`src/rtl/ram_arb_pkg.sv`:
```
// Shared types for the RAM access arbiter: owner codes, FSM encoding, default widths.
package ram_arb_pkg;

   localparam int DEF_DIR_W  = 32;
   localparam int DEF_DATA_W = 8;

   typedef enum logic [1:0] {
      OWN_NONE = 2'd0,
      OWN_INIT = 2'd1,
      OWN_RTC  = 2'd2,
      OWN_VGA  = 2'd3
   } owner_t;

   typedef enum logic {
      ST_IDLE = 1'b0,
      ST_OWN  = 1'b1
   } state_t;

endpackage

```
`src/rtl/ram_arb_if.sv`:
```
// Requester, RAM and read-return signals of the arbiter; slave = arbiter side, master = environment.
interface ram_arb_if #(
   parameter int DIR_W  = ram_arb_pkg::DEF_DIR_W,
   parameter int DATA_W = ram_arb_pkg::DEF_DATA_W
);
   logic              init_req, rtc_req, vga_req;
   logic              init_we,  rtc_we,  vga_we;
   logic [DIR_W-1:0]  init_dir, rtc_dir, vga_dir;
   logic [DATA_W-1:0] init_din, rtc_din, vga_din;
   logic              init_gnt, rtc_gnt, vga_gnt;
   logic [DIR_W-1:0]  dir_ram;
   logic              w_ram_enable, r_ram_enable;
   logic [DATA_W-1:0] ram_din;
   logic [DATA_W-1:0] ram_dout;
   logic [DATA_W-1:0] rd_data;
   logic              rd_valid;
   logic [1:0]        rd_owner;
   logic              onehot_err;

   modport slave (
      input  init_req, rtc_req, vga_req,
      input  init_we, rtc_we, vga_we,
      input  init_dir, rtc_dir, vga_dir,
      input  init_din, rtc_din, vga_din,
      input  ram_dout,
      output init_gnt, rtc_gnt, vga_gnt,
      output dir_ram, w_ram_enable, r_ram_enable, ram_din,
      output rd_data, rd_valid, rd_owner, onehot_err
   );

   modport master (
      output init_req, rtc_req, vga_req,
      output init_we, rtc_we, vga_we,
      output init_dir, rtc_dir, vga_dir,
      output init_din, rtc_din, vga_din,
      output ram_dout,
      input  init_gnt, rtc_gnt, vga_gnt,
      input  dir_ram, w_ram_enable, r_ram_enable, ram_din,
      input  rd_data, rd_valid, rd_owner, onehot_err
   );

endinterface

```
`src/rtl/ram_arb_rr_pick.sv`:
```
// Round-robin chooser between the rtc and vga requesters (combinational).
module ram_arb_rr_pick
   import ram_arb_pkg::*;
(
   input  logic   favour_vga,
   input  logic   rtc_req,
   input  logic   vga_req,
   output owner_t pick
);

   always_comb begin
      pick = OWN_NONE;
      if (rtc_req && vga_req) begin
         pick = favour_vga ? OWN_VGA : OWN_RTC;
      end else if (rtc_req) begin
         pick = OWN_RTC;
      end else if (vga_req) begin
         pick = OWN_VGA;
      end
   end

endmodule

```
`src/rtl/ram_access_arbiter.sv`:
```
// Single-port RAM arbiter for init/rtc/vga requesters with burst limit and 1-cycle read return.
// Optional one-hot address check enabled by defining RAM_ARB_ONEHOT_CHK_EN.
//
//   state   | meaning
//   --------+-----------------------------------------------------------
//   ST_IDLE | no owner, RAM outputs quiet, arbitration of pending reqs
//   ST_OWN  | owner_q holds the bus; strobes follow the owner's req/we
module ram_access_arbiter
   import ram_arb_pkg::*;
#(
   parameter int MAX_BURST = 8,
   parameter int DATA_W    = DEF_DATA_W,
   parameter int DIR_W     = DEF_DIR_W
) (
   input logic      clk,
   input logic      reset,
   ram_arb_if.slave bus
);

   localparam logic [7:0] BURST_LAST = 8'(MAX_BURST - 1);

   state_t            state_q, state_d;
   owner_t            owner_q, owner_d;
   owner_t            rr_pick;
   logic [7:0]        burst_q, burst_d;
   logic              rr_vga_q, rr_vga_d;
   logic              own_req, own_we, others_req;
   logic [DIR_W-1:0]  own_dir;
   logic [DATA_W-1:0] own_din;
   logic              access, dir_ok, w_en, r_en, err_q;
   logic              rd_valid_q;
   logic [DATA_W-1:0] rd_data_q;
   owner_t            rd_owner_q;

   ram_arb_rr_pick u_rr_pick (
      .favour_vga (rr_vga_q),
      .rtc_req    (bus.rtc_req),
      .vga_req    (bus.vga_req),
      .pick       (rr_pick)
   );

   always_comb begin
      own_req    = 1'b0;
      own_we     = 1'b0;
      own_dir    = '0;
      own_din    = '0;
      others_req = 1'b0;
      case (owner_q)
         OWN_INIT: begin
            own_req = bus.init_req; own_we = bus.init_we;
            own_dir = bus.init_dir; own_din = bus.init_din;
            others_req = bus.rtc_req | bus.vga_req;
         end
         OWN_RTC: begin
            own_req = bus.rtc_req; own_we = bus.rtc_we;
            own_dir = bus.rtc_dir; own_din = bus.rtc_din;
            others_req = bus.init_req | bus.vga_req;
         end
         OWN_VGA: begin
            own_req = bus.vga_req; own_we = bus.vga_we;
            own_dir = bus.vga_dir; own_din = bus.vga_din;
            others_req = bus.init_req | bus.rtc_req;
         end
         default: ;
      endcase
   end

   assign access = (state_q == ST_OWN) && own_req;

`ifdef RAM_ARB_ONEHOT_CHK_EN
   assign dir_ok = (own_dir != '0) && ((own_dir & (own_dir - DIR_W'(1))) == '0);

   always_ff @(posedge clk or negedge reset) begin
      if (!reset) begin
         err_q <= 1'b0;
      end else if (access && !dir_ok) begin
         err_q <= 1'b1;
      end
   end
`else
   assign dir_ok = 1'b1;
   assign err_q  = 1'b0;
`endif

   always_ff @(posedge clk or negedge reset) begin
      if (!reset) begin
         state_q  <= ST_IDLE;
         owner_q  <= OWN_NONE;
         burst_q  <= '0;
         rr_vga_q <= 1'b0;
      end else begin
         state_q  <= state_d;
         owner_q  <= owner_d;
         burst_q  <= burst_d;
         rr_vga_q <= rr_vga_d;
      end
   end

   always_comb begin
      state_d  = state_q;
      owner_d  = owner_q;
      burst_d  = burst_q;
      rr_vga_d = rr_vga_q;
      case (state_q)
         ST_IDLE: begin
            if (bus.init_req) begin
               state_d = ST_OWN;
               owner_d = OWN_INIT;
               burst_d = '0;
            end else if (bus.rtc_req || bus.vga_req) begin
               state_d  = ST_OWN;
               owner_d  = rr_pick;
               burst_d  = '0;
               rr_vga_d = (rr_pick == OWN_RTC);
            end
         end
         ST_OWN: begin
            if (!own_req) begin
               state_d = ST_IDLE;
               owner_d = OWN_NONE;
               burst_d = '0;
            end else if ((owner_q != OWN_INIT) && others_req && (burst_q == BURST_LAST)) begin
               // this access is the last one allowed while someone else waits
               state_d = ST_IDLE;
               owner_d = OWN_NONE;
               burst_d = '0;
            end else if (burst_q != 8'hFF) begin
               burst_d = burst_q + 8'd1;
            end
         end
         default: begin
            state_d = ST_IDLE;
            owner_d = OWN_NONE;
         end
      endcase
   end

   always_comb begin
      bus.init_gnt     = (state_q == ST_OWN) && (owner_q == OWN_INIT);
      bus.rtc_gnt      = (state_q == ST_OWN) && (owner_q == OWN_RTC);
      bus.vga_gnt      = (state_q == ST_OWN) && (owner_q == OWN_VGA);
      w_en             = access && own_we && dir_ok;
      r_en             = access && !own_we && dir_ok;
      bus.w_ram_enable = w_en;
      bus.r_ram_enable = r_en;
      bus.dir_ram      = access ? own_dir : '0;
      bus.ram_din      = access ? own_din : '0;
   end

   always_ff @(posedge clk or negedge reset) begin
      if (!reset) begin
         rd_valid_q <= 1'b0;
         rd_data_q  <= '0;
         rd_owner_q <= OWN_NONE;
      end else begin
         rd_valid_q <= r_en;
         if (r_en) begin
            rd_data_q  <= bus.ram_dout;
            rd_owner_q <= owner_q;
         end
      end
   end

   assign bus.rd_valid   = rd_valid_q;
   assign bus.rd_data    = rd_data_q;
   assign bus.rd_owner   = rd_owner_q;
   assign bus.onehot_err = err_q;

endmodule

```
`src/flat_wrapper.sv`:
```
// flat-port wrapper written by rule: the top's interface ports become plain ports
module ram_access_arbiter_flat import ram_arb_pkg::*;
#(
   parameter int MAX_BURST = 8,
   parameter int DATA_W    = DEF_DATA_W,
   parameter int DIR_W     = DEF_DIR_W
)
  (clk, reset, bus_init_req, bus_rtc_req, bus_vga_req, bus_init_we, bus_rtc_we, bus_vga_we, bus_init_dir, bus_rtc_dir, bus_vga_dir, bus_init_din, bus_rtc_din, bus_vga_din, bus_ram_dout, bus_init_gnt, bus_rtc_gnt, bus_vga_gnt, bus_dir_ram, bus_w_ram_enable, bus_r_ram_enable, bus_ram_din, bus_rd_data, bus_rd_valid, bus_rd_owner, bus_onehot_err);
  ram_arb_if #(.DIR_W(DIR_W), .DATA_W(DATA_W)) bus_i ();
  input logic clk;
  input logic reset;
  input wire logic [$bits(bus_i.init_req)-1:0] bus_init_req;
  input wire logic [$bits(bus_i.rtc_req)-1:0] bus_rtc_req;
  input wire logic [$bits(bus_i.vga_req)-1:0] bus_vga_req;
  input wire logic [$bits(bus_i.init_we)-1:0] bus_init_we;
  input wire logic [$bits(bus_i.rtc_we)-1:0] bus_rtc_we;
  input wire logic [$bits(bus_i.vga_we)-1:0] bus_vga_we;
  input wire logic [$bits(bus_i.init_dir)-1:0] bus_init_dir;
  input wire logic [$bits(bus_i.rtc_dir)-1:0] bus_rtc_dir;
  input wire logic [$bits(bus_i.vga_dir)-1:0] bus_vga_dir;
  input wire logic [$bits(bus_i.init_din)-1:0] bus_init_din;
  input wire logic [$bits(bus_i.rtc_din)-1:0] bus_rtc_din;
  input wire logic [$bits(bus_i.vga_din)-1:0] bus_vga_din;
  input wire logic [$bits(bus_i.ram_dout)-1:0] bus_ram_dout;
  output wire logic [$bits(bus_i.init_gnt)-1:0] bus_init_gnt;
  output wire logic [$bits(bus_i.rtc_gnt)-1:0] bus_rtc_gnt;
  output wire logic [$bits(bus_i.vga_gnt)-1:0] bus_vga_gnt;
  output wire logic [$bits(bus_i.dir_ram)-1:0] bus_dir_ram;
  output wire logic [$bits(bus_i.w_ram_enable)-1:0] bus_w_ram_enable;
  output wire logic [$bits(bus_i.r_ram_enable)-1:0] bus_r_ram_enable;
  output wire logic [$bits(bus_i.ram_din)-1:0] bus_ram_din;
  output wire logic [$bits(bus_i.rd_data)-1:0] bus_rd_data;
  output wire logic [$bits(bus_i.rd_valid)-1:0] bus_rd_valid;
  output wire logic [$bits(bus_i.rd_owner)-1:0] bus_rd_owner;
  output wire logic [$bits(bus_i.onehot_err)-1:0] bus_onehot_err;
  assign bus_i.init_req = bus_init_req;
  assign bus_i.rtc_req = bus_rtc_req;
  assign bus_i.vga_req = bus_vga_req;
  assign bus_i.init_we = bus_init_we;
  assign bus_i.rtc_we = bus_rtc_we;
  assign bus_i.vga_we = bus_vga_we;
  assign bus_i.init_dir = bus_init_dir;
  assign bus_i.rtc_dir = bus_rtc_dir;
  assign bus_i.vga_dir = bus_vga_dir;
  assign bus_i.init_din = bus_init_din;
  assign bus_i.rtc_din = bus_rtc_din;
  assign bus_i.vga_din = bus_vga_din;
  assign bus_i.ram_dout = bus_ram_dout;
  assign bus_init_gnt = bus_i.init_gnt;
  assign bus_rtc_gnt = bus_i.rtc_gnt;
  assign bus_vga_gnt = bus_i.vga_gnt;
  assign bus_dir_ram = bus_i.dir_ram;
  assign bus_w_ram_enable = bus_i.w_ram_enable;
  assign bus_r_ram_enable = bus_i.r_ram_enable;
  assign bus_ram_din = bus_i.ram_din;
  assign bus_rd_data = bus_i.rd_data;
  assign bus_rd_valid = bus_i.rd_valid;
  assign bus_rd_owner = bus_i.rd_owner;
  assign bus_onehot_err = bus_i.onehot_err;
  ram_access_arbiter #(.MAX_BURST(MAX_BURST), .DATA_W(DATA_W), .DIR_W(DIR_W)) u_core (.clk(clk), .reset(reset), .bus(bus_i));
endmodule
```
`config.mk`:
```
export PLATFORM = sky130hd
export DESIGN_NAME = ram_access_arbiter_flat
export DESIGN_NICKNAME = d
export VERILOG_FILES = /design/src/rtl/ram_arb_pkg.sv /design/src/rtl/ram_arb_if.sv /design/src/rtl/ram_arb_rr_pick.sv /design/src/rtl/ram_access_arbiter.sv /design/src/flat_wrapper.sv
export SDC_FILE = /design/constraint.sdc
export NUM_CORES = 1
export LEC_CHECK = 0
export ABC_AREA = 1
export CAP_MARGIN = 20
export CORE_AREA = 5 5 73 75
export CTS_CLUSTER_DIAMETER = 100
export DETAILED_ROUTE_END_ITERATION = 8
export DIE_AREA = 0 0 78 80
export DONT_BUFFER_PORTS = 1
export PLACE_DENSITY = 0.73
export SLEW_MARGIN = 5
export SYNTH_ARGS = -nofsm -noshare
export SYNTH_HDL_FRONTEND = slang
export SYNTH_SLANG_ARGS = --single-unit
```
`constraint.sdc`:
```
create_clock -name clk -period 1.4 [get_ports clk]
set_clock_uncertainty 0.05 [all_clocks]
set_input_delay 0.28 -clock clk [delete_from_list [all_inputs] [get_ports clk]]
set_output_delay 0.28 -clock clk [all_outputs]
set_load 0.03 [all_outputs]
```
==> run summary <==
The flow ran to the end, but the final reports show violations. The checks that failed: negative setup slack. The combinational share of power was 0.726. Compared with the post-synthesis result, the final layout area differs by 70.4%.

Summing every instance area after synthesis gives 0.00206 mm^2. The most used flip-flop cell after synthesis is sky130_fd_sc_hd__dfrtp_1. In this run, the number of DRC markers left after iteration 0 of detailed routing was 146.

Measured in cells, the most critical reg-to-reg path has a length of 10. Fraction of final layout cells with drive strength greater than 1: 0.373. Cell internal power was estimated by the tool at 2900 uW. The cell count after synthesis came out at 352. Ranked by total cell area, the synthesized netlist is headed by sky130_fd_sc_hd__nand2_1 35%, sky130_fd_sc_hd__dfrtp_1 28%, sky130_fd_sc_hd__a31oi_1 12%, sky130_fd_sc_hd__inv_1 3.7%, sky130_fd_sc_hd__nand3_1 3.2%.

The endpoint identified for the worst register-to-register timing path is u_core.bus.rd_owner[0]. For this design the static power due to leakage is 0.00128 uW. The first-pass iteration count of the detailed router is 5.

Number of sinks on the clock net: 23. The number of synthesized flops with an enable pin is 0, and the worst-skew pair later-pin latency is 0.27 ns. Register area share after synthesis: 0.280. In the routed design, unresolved DRC markers number 0.

Total I/O pin count: 193. Setup violations remaining at the end of the flow were counted as 67. Worst slew slack as a fraction of its limit: 0.610. IR analysis of the VDD net gives a maximum drop of 1160 uV.

The post-synthesis cell type count was 26. In this run the critical register-to-register path is launched from u_core.owner_q[0]. The maximum number of pins on one net before global-route repair came out at 41. The start point of the worst min-delay path is bus_ram_dout[1]. TritonCTS built the clock tree. The smallest setup slack after layout was -0.588 ns. The category of the critical setup timing path is flip-flop to output pin. The arrival time reported for the critical path endpoint is 1.66 ns, and the final count of pins violating max slew is 0.

The maximum level of the CTS H-tree was 1. The fraction of registers with async set or reset after synthesis is 1.00, and the overall die height is 80 um. The count of buffers added on input and output ports is 0. Setup repair after global routing could not meet its margin everywhere. In this run, synthesis produced a sequential element count of 23. Leaving out filler cells and counting taps, the final layout contains 443. The first global-routing pass estimated 13700 um of wire.

Hold timing on the final database bottoms out at a slack of 0.0656 ns. The post-CTS clock slew at the launch and capture registers of the worst setup and hold paths is 0.09 ns. The most frequent cell after synthesis is sky130_fd_sc_hd__nand2_1.

The global-route total usage across every layer is 0.275. The net count of the mapped netlist was 489. The starting utilization of the core area was 0.447; the placed cell count was 416. In this run the core area contains 25 standard-cell rows.

The global route total overflow is 0. For the finished layout, the period the worst path requires is 1.99 ns. The actual transition at the worst max-transition pin was 0.583 ns. The design draws 6480 uW. Top-area cell type share of the netlist area: 0.347. Of all cell types, the one taking the most synthesized area is sky130_fd_sc_hd__nand2_1. STA classifies the critical path endpoint as an output pin.

Maximum fanout along the worst path: 12. At the end of routability-driven placement, the weighted congestion stood at 0.878. For the initial antenna violation count, the log shows 0. Sequential share of power: 0.207. For this design the ratio of total power to cell area is 1850 mW/mm^2.

The area of the die came out at 0.00624 mm^2. The worst hold path terminates at u_core.bus.rd_data[1]. The path class of the tightest hold or removal check is primary input to flip-flop. The setup TNS after final layout was -31.05 ns; the via count of the first global-routing pass was 2618. The run gives 527 as the count of nets after finishing. Die extent in x: 78 um. The clock passes through at most 2 buffers. The commonest cells after synthesis are 190 x sky130_fd_sc_hd__nand2_1, 40 x sky130_fd_sc_hd__a31oi_1, 23 x sky130_fd_sc_hd__dfrtp_1. Dividing the detail-routed wire length by the instance count gives 21.3 um.

The run gives 0 as the number of max-cap violations. Clock root buffer: sky130_fd_sc_hd__clkbuf_8. The clock share of power was 0.067; the fmax was 503 MHz. The core region is 0.00460 mm^2.

The switching part of the total works out to 0.552. Once detail routing completed, the nets flagged for antenna violations numbered 0. The reg-to-reg setup timing slack was -0.36 ns; the routed via count divided by cell count was 5.99. The logs give 1.07 ns for the required time of the critical path and 2655 for the total number of vias. For this block, the routed nets add up to 9430 um of wire.

The worst setup path is launched from a flip-flop. The final count of hold timing violations came out at 0. Along the worst hold path, the cell count comes to 2. The count of inserted antenna diode cells was 0; the number of warnings reported in the yosys synthesis log was 0. The final cell utilization of the core is 0.762, and the detailed-placement wirelength estimate is 6570 um. In this run the mean area of a mapped cell was 5.84 um^2. The period utilization came out at 1.42.

In this run the power spent charging and discharging nets is 3570 uW. The number of buffers inserted during clock tree synthesis is 3.
==> logic make-up after synthesis <==
group / after synthesis / share of synthesized area
other: 1 / 0.00182
flip-flops: 23 / 0.280
XOR/XNOR: 2 / 0.00852
AO/OA/AOI/OAI: 54 / 0.156
buffers and inverters: 44 / 0.111
AND/OR/NAND/NOR: 227 / 0.436
adder cells (fa/ha/maj): 1 / 0.00609
==> stage by stage <==
stage | setup slack (ns) | instance area (um^2)
6_report | -0.588 | 3500
3_3_place_gp | -0.259 | 2960
4_1_cts | -0.576 | 3380
5_1_grt | -0.672 | 3500
2_1_floorplan | -0.185 | 2810
3_5_place_dp | -0.319 | 2960
==> area by class of cell <==
type	instances	area [um^2]
clock inverter	1	5.00
inverter	24	119
multi-input combinational	286	2040
clock buffer	3	41.3
timing repair buffer	52	647
fill	310	1100
tap	54	67.6
sequential	23	579
==> power by group through the flow <==
stage                     sequential, uW  combinational, uW  clock, uW
final                               1340               4700        433
after global routing                1370               4980        468
after CTS                           1340               4300        430
after detailed placement            1330               3480          0
after global placement              1320               3400          0
after floorplan                     1280               2920          0
==> metal layers <==
layer	GRT usage	part of all wire	vias to the layer above
met2	0.480	0.54	134
li1	-	-	1213
met5	0	0	-
met1	0.326	0.36	1286
met3	0.0587	0.078	22
met4	0.115	0.028	0
==> flip-flops by register name (all words and copies together) (netlist names) <==
name and flops:
u_core.burst_q 8, u_core.state_q 1, u_core.bus.rd_owner 2, u_core.rr_vga_q 1, u_core.bus.rd_data 8, u_core.owner_q 2
u_core.bus.rd_valid 1
==> worst max-delay path, cell delays in order, from the launching register on <==
cell	delay [ns]
sky130_fd_sc_hd__dfrtp_2	0.46
sky130_fd_sc_hd__nand3_1	0.15
sky130_fd_sc_hd__nand3_4	0.14
sky130_fd_sc_hd__nand2_8	0.13
sky130_fd_sc_hd__buf_16	0.20
sky130_fd_sc_hd__a31oi_4	0.29
==> cells in the final DEF (no fill, tap or decap), types with 2 or more instances in the layout <==
cell type                     n
sky130_fd_sc_hd__inv_8        2
sky130_fd_sc_hd__clkbuf_16    2
sky130_fd_sc_hd__clkbuf_8     3
sky130_fd_sc_hd__nor2_4       5
sky130_fd_sc_hd__nand2_4      5
sky130_fd_sc_hd__o21ai_0      3
sky130_fd_sc_hd__dfrtp_2      3
sky130_fd_sc_hd__nand3_2      2
sky130_fd_sc_hd__dfrtp_1     20
sky130_fd_sc_hd__nor2_2       2
sky130_fd_sc_hd__buf_12       4
sky130_fd_sc_hd__nand2_8      2
sky130_fd_sc_hd__a31oi_4     40
sky130_fd_sc_hd__inv_4        2
sky130_fd_sc_hd__nand2_1    169
sky130_fd_sc_hd__nand3_4      3
sky130_fd_sc_hd__o21ai_1      7
sky130_fd_sc_hd__buf_16       6
sky130_fd_sc_hd__nand3_1      9
sky130_fd_sc_hd__buf_4       27
sky130_fd_sc_hd__nor2_1      11
sky130_fd_sc_hd__inv_2        4
sky130_fd_sc_hd__buf_6       11
sky130_fd_sc_hd__nand2_2     17
sky130_fd_sc_hd__inv_1       14
sky130_fd_sc_hd__nand4_1      2
sky130_fd_sc_hd__a21oi_1      3
==> how the worst max path moves through the flow <==
stage                       from         endpoint  slack (ns)  depth (start not counted)
3_5_place_dp   u_core.owner_q[1]  bus_dir_ram[25]       -0.32                          6
4_1_cts        u_core.owner_q[0]  bus_dir_ram[22]       -0.58                          5
5_1_grt        u_core.owner_q[1]  bus_dir_ram[14]       -0.67                          6
2_1_floorplan  u_core.owner_q[1]  bus_dir_ram[22]       -0.18                          6
3_3_place_gp   u_core.owner_q[1]  bus_dir_ram[30]       -0.26                          6
6_report       u_core.owner_q[0]  bus_dir_ram[14]       -0.59                          5
==> repair_timing <==
action,CTS,global route
hold endpoints to repair,23,0
setup buffers,10,4
pin swaps,27,16
endpoints found under the setup margin,67,67
resized for setup,44,9
cloned,6,2
hold buffers,1,0
Note: power is estimated with default switching activity, not from simulation.
